--- src/rtl/arb_pkg.sv ---
// Shared constants, state encoding and grant decode helper for the 8-way arbiter.
// Latency: n/a (types and constants only).
// Backpressure: n/a.
package arb_pkg;

  localparam int NUM_REQ = 8;
  localparam int IDX_W   = 3;

  typedef enum logic {
    ST_IDLE  = 1'b0,
    ST_GRANT = 1'b1
  } state_t;

  // Binary owner index to one-hot grant vector.
  function automatic logic [NUM_REQ-1:0] idx2onehot(input logic [IDX_W-1:0] idx);
    logic [NUM_REQ-1:0] oh;
    oh = '0;
    oh[idx] = 1'b1;
    return oh;
  endfunction

endpackage

--- src/rtl/rr_pick_next.sv ---
// Rotating-priority search: first set request bit at ptr, ptr+1, ... ptr+7 (mod 8).
// Latency: purely combinational.
// Backpressure: none; result is only consumed by the arbiter FSM while idle.
module rr_pick_next
  import arb_pkg::*;
(
  input  logic [NUM_REQ-1:0] req,
  input  logic [IDX_W-1:0]   ptr,
  output logic               found,
  output logic [IDX_W-1:0]   idx
);

  logic [IDX_W-1:0] cand;

  // Scan from the farthest offset down so the nearest set bit to ptr wins.
  always_comb begin
    found = 1'b0;
    idx   = '0;
    cand  = '0;
    for (int i = NUM_REQ - 1; i >= 0; i--) begin
      cand = ptr + IDX_W'(i);
      if (req[cand]) begin
        found = 1'b1;
        idx   = cand;
      end
    end
  end

endmodule

--- src/rtl/rr_arbiter_8.sv ---
// Round-robin 8-way arbiter holding a one-hot grant until done, request drop or hold limit.
// Latency: request to grant one cycle; release to next grant adds one idle turnaround cycle.
// Backpressure: owner keeps the resource while req stays high; MAX_HOLD caps tenure.
module rr_arbiter_8
  import arb_pkg::*;
#(
  parameter int MAX_HOLD = 16
) (
  input  logic               clk,
  input  logic               rst,
  input  logic [NUM_REQ-1:0] req,
  input  logic               done,
  output logic [NUM_REQ-1:0] grant,
  output logic [IDX_W-1:0]   grant_idx,
  output logic               grant_valid,
  output logic               timeout
);

  localparam int CNT_W = (MAX_HOLD > 2) ? $clog2(MAX_HOLD) : 1;
  localparam logic [CNT_W-1:0] HOLD_LAST = CNT_W'(MAX_HOLD - 1);

  state_t             state, state_nxt;
  logic [IDX_W-1:0]   ptr, ptr_nxt;
  logic [CNT_W-1:0]   hold_cnt, hold_cnt_nxt;
  logic [NUM_REQ-1:0] grant_nxt;
  logic [IDX_W-1:0]   grant_idx_nxt;
  logic               grant_valid_nxt;
  logic               timeout_nxt;

  logic               pick_found;
  logic [IDX_W-1:0]   pick_idx;
  logic               rel_done, rel_drop, rel_max;

  rr_pick_next u_pick (
    .req   (req),
    .ptr   (ptr),
    .found (pick_found),
    .idx   (pick_idx)
  );

  // Release causes; only acted on while a grant is held.
  assign rel_done = done;
  assign rel_drop = ~req[grant_idx];
  assign rel_max  = (hold_cnt == HOLD_LAST);

  // Next-state and next-output logic; everything lands in registers.
  always_comb begin
    state_nxt       = state;
    ptr_nxt         = ptr;
    hold_cnt_nxt    = hold_cnt;
    grant_nxt       = grant;
    grant_idx_nxt   = grant_idx;
    grant_valid_nxt = grant_valid;
    timeout_nxt     = 1'b0;
    case (state)
      ST_IDLE: begin
        if (pick_found) begin
          state_nxt       = ST_GRANT;
          grant_nxt       = idx2onehot(pick_idx);
          grant_idx_nxt   = pick_idx;
          grant_valid_nxt = 1'b1;
          hold_cnt_nxt    = '0;
        end
      end
      ST_GRANT: begin
        hold_cnt_nxt = hold_cnt + 1'b1;
        if (rel_done || rel_drop || rel_max) begin
          state_nxt       = ST_IDLE;
          grant_nxt       = '0;
          grant_valid_nxt = 1'b0;
          hold_cnt_nxt    = '0;
          // Owner index stays put; it is don't-care while grant_valid is low.
          ptr_nxt         = grant_idx + 1'b1;
          // Flag a forced release only when the owner gave no sign of finishing.
          timeout_nxt     = rel_max && !rel_done && !rel_drop;
        end
      end
      default: begin
        state_nxt       = ST_IDLE;
        grant_nxt       = '0;
        grant_valid_nxt = 1'b0;
        hold_cnt_nxt    = '0;
      end
    endcase
  end

  // State and registered outputs; reset drops any grant immediately.
  always_ff @(posedge clk or posedge rst) begin
    if (rst) begin
      state       <= ST_IDLE;
      ptr         <= '0;
      hold_cnt    <= '0;
      grant       <= '0;
      grant_idx   <= '0;
      grant_valid <= 1'b0;
      timeout     <= 1'b0;
    end else begin
      state       <= state_nxt;
      ptr         <= ptr_nxt;
      hold_cnt    <= hold_cnt_nxt;
      grant       <= grant_nxt;
      grant_idx   <= grant_idx_nxt;
      grant_valid <= grant_valid_nxt;
      timeout     <= timeout_nxt;
    end
  end

endmodule

--- config.mk ---
export PLATFORM = sky130hd
export DESIGN_NAME = rr_arbiter_8
export DESIGN_NICKNAME = d
export VERILOG_FILES = /design/src/rtl/arb_pkg.sv /design/src/rtl/rr_pick_next.sv /design/src/rtl/rr_arbiter_8.sv
export SDC_FILE = /design/constraint.sdc
export NUM_CORES = 1
export LEC_CHECK = 0
export ABC_AREA = 1
export ABC_CLOCK_PERIOD_IN_PS = 6100
export CAP_MARGIN = 0
export CORE_UTILIZATION = 40
export DETAILED_ROUTE_END_ITERATION = 10
export SETUP_SLACK_MARGIN = 0.15
export SYNTH_ARGS = -nofsm -noshare
export SYNTH_HDL_FRONTEND = slang
export SYNTH_HIERARCHICAL = 1
export SYNTH_SLANG_ARGS = --single-unit
export TNS_END_PERCENT = 5
--- constraint.sdc ---
create_clock -name clk -period 6.1 [get_ports clk]
set_clock_uncertainty 0.15 [all_clocks]
set_input_delay 1.22 -clock clk [delete_from_list [all_inputs] [get_ports clk]]
set_output_delay 1.22 -clock clk [all_outputs]
set_load 0.02 [all_outputs]
==> impl_metrics.py <==
metrics = {
    "routing": {
        "vias": 1655,
        "drc_errors": 0,
        "viasPerCell": 5.08,
        "first_pass_iters": 4,
        "drt-initial-drc-count": 112,
        "drtAntennaViolNets": 0,
        "post_drt_wl_per_cell_um": 12.6,
        "routed_wl_um": 4100,
    },
    "global_route": {
        "overflow": 0,
        "grt_max_degree": 22,
        "grtUsageMet1_pct": 22.0,
        "grtUsageTotal_pct": 18.1,
        "grt_pass1_wl_um": 7290,
        "antenna_found_initial": 0,
        "met3_usage_pct": 1.57,
        "busiest_layer": "met2",
        "grt_pass1_vias": 1653,
        "grt_util_met2_pct": 32.5,
    },
    "die": {
        "io_pins": 24,
        "core_region_area_um2": 4440,
        "placementRows": 24,
        "die_height_um": 70.6,
        "start_util_pct": 42.3,
        "die_w_um": 70.6,
        "die_area_um2": 4980,
    },
    "worst_hold_path": {
        "min_to": "grant_valid",
        "min_from": "grant_valid",
        "holdPathStages": 2,
        "hold_path.class": "reg2reg",
    },
    "yosys": {
        "synth_top_flop_cell": "dfrtp_1",
        "yosysSeqAreaShare_pct": 27.9,
        "synth_nets": 269,
        "synth_cell_types": 32,
        "syn_area_per_cell_um2": 7.40,
        "synth_area_um2": 1880,
        "yosys_register_bits": 21,
        "ys_warn_count": 6,
        "synth_edf_count": 0,
        "async_flop_share_pct": 100,
        "postSynthCellCount": 254,
    },
    "worst_setup_path": {
        "r2r_start": "ptr[1]",
        "endpoint_kind": "flip-flop",
        "startpoint_type": "input port",
        "worst-path-buf-inv": 3,
        "crit_path_cell_trace": "clkdlybuf4s50_1 > nand2_1 > nand3_1 > nand3_1 > nand2_1 > nor4_1 > nand4_1 > inv_1 > nor2_4 > inv_1 > nor2_1 > nand2_1 > nand2_1",
        "worstSetupPathType": "in2reg",
        "worstRegToRegCells": 15,
        "crit_family": "simple AND/OR/NAND/NOR gates",
        "crit_arrival_ns": 3.51,
        "crit_top_cell": "nand2_1",
        "rrSetupSlack_ns": 2.84,
        "required_ns": 6.10,
        "critPathSlowestCell": "clkdlybuf4s50_1",
        "crit_fanout": 13,
        "critical_path_depth": 13,
        "max_stage_delay_ns": 0.49,
        "r2r-end": "grant[0]",
    },
    "timing": {
        "max_clock_freq_mhz": 285,
        "finalCritPeriodShare_pct": 57.6,
        "hold_ws_ns": 0.327,
        "fin_setup_tns_ns": 0,
        "setup_viol": 0,
        "rsz0062_at_grt": "false",
        "period_needed_ns": 3.51,
        "tightest_slew_ns": 0.780,
        "slew_headroom_pct": 48.0,
        "hold_viol": 0,
        "slew_violations": 0,
    },
    "cells_and_area": {
        "area_delta_synth_final_pct": 13.6,
        "fill_cells": 457,
        "diodes": 0,
        "drive_gt1_share_pct": 21.9,
        "fin_nets": 290,
    },
    "clock_tree": {
        "cts_num_sinks": 21,
        "ctsHoldBuffers": 0,
        "cts_tree": "done",
        "root_buffer": "clkbuf_8",
        "cts_made_buffers": 3,
        "cts.path.max_buffers": 2,
        "cts_setup_buffers": 0,
        "post_cts_resized": 0,
        "clkLatencyLatePin_ns": 0.26,
        "clkTransAtPathRegs_ns": 0.08,
        "h-tree-depth": 1,
    },
    "flow_run": {
        "drv_cap": 0,
    },
    "place": {
        "place_congestion": 0.842,
        "io_buffers": 23,
        "dp_hpwl_um": 3330,
    },
    "status": {
        "status": "finished, final reports clean",
    },
}
kinds of logic after synthesis:
group           count (synthesis)  synth area share (%)
fa+ha+maj                       4                  2.66
buf+inv                        40                  11.6
flops                          21                  27.9
simple gates                  165                  49.2
compound gates                 20                  5.79
xor+xnor                        4                  2.86
tightest hold or removal path, cell delays in order (launching register included):
cell and delay, ns:
dfrtp_1 0.35, nand2_1 0.05, nand2_1 0.05
registers in the layout (all words and copies together) (netlist names):
register and count:
grant 8, grant_idx 3, grant_valid 1, hold_cnt 4, ptr 3, state 1, timeout 1
routing by layer:
metal,routed length [um],vias up
met3,95,10
met1,1820,757
met4,104,0
met5,0,-
li1,-,862
met2,2090,26
Yosys cell counts, types with 4 or more instances:
master    n  area [um^2]
o21ai_1   4         20.0
nand3_1  33          165
inv_2     7         26.3
o21ai_0   5         25.0
nand2_2  11         68.8
nand3_2  24          240
ha_1      4         50.1
nand2_1  74          278
dfrtp_1  21          526
inv_1    24         90.1
nor2_1    9         33.8
buf_6     5         56.3
a21oi_1   8         40.0
nand2_4   4         45.0
worst max-delay path by stage:
stage | startpoint | end
final | req[1] | grant[0]
after detailed placement | req[1] | grant[0]
after global placement | req[1] | grant[2]
after global routing | req[1] | grant[0]
after floorplan | req[3] | grant_idx[0]
after CTS | req[1] | grant[0]
final cells by class:
cell class                 instances  area, um^2  share of cell area, %
multi-input combinational        193        1140                   53.2
sequential                        21         526                   24.6
timing repair buffer              23         230                   10.8
inverter                          33         134                   6.26
tap                               52        65.1                   3.04
clock buffer                       4        45.0                   2.11
through the flow:
step	setup WS, ns	cell area (um^2)	util [%]	instances
floorplan	3.39	1880	-	254
global placement	2.34	2090	47.1	322
detailed placement	2.30	2090	47.1	322
CTS	2.57	2140	48.1	326
global route	2.34	2140	48.1	326
finish	2.59	2140	48.1	326
cells in the final DEF, fill, tap and decap left out, types with 2 or more instances in the layout:
| master | netlist | layout |
|---|---|---|
| nand2_1 | 74 | 74 |
| nand3_1 | 33 | 33 |
| inv_1 | 24 | 24 |
| nand3_2 | 24 | 24 |
| clkdlybuf4s50_1 | 0 | 23 |
| dfrtp_1 | 21 | 21 |
| nand2_2 | 11 | 11 |
| nor2_1 | 9 | 9 |
| a21oi_1 | 8 | 8 |
| inv_2 | 7 | 7 |
| o21ai_0 | 5 | 5 |
| nand2_4 | 4 | 4 |
| o21ai_1 | 4 | 4 |
| ha_1 | 4 | 4 |
| clkbuf_8 | 0 | 3 |
| nor2_4 | 2 | 2 |
| nor3_1 | 2 | 2 |
| xnor2_1 | 2 | 2 |
Power is left out: the tool's default activity adds up to more than one toggle a clock period on the data nets, which glitch-free logic cannot reach.
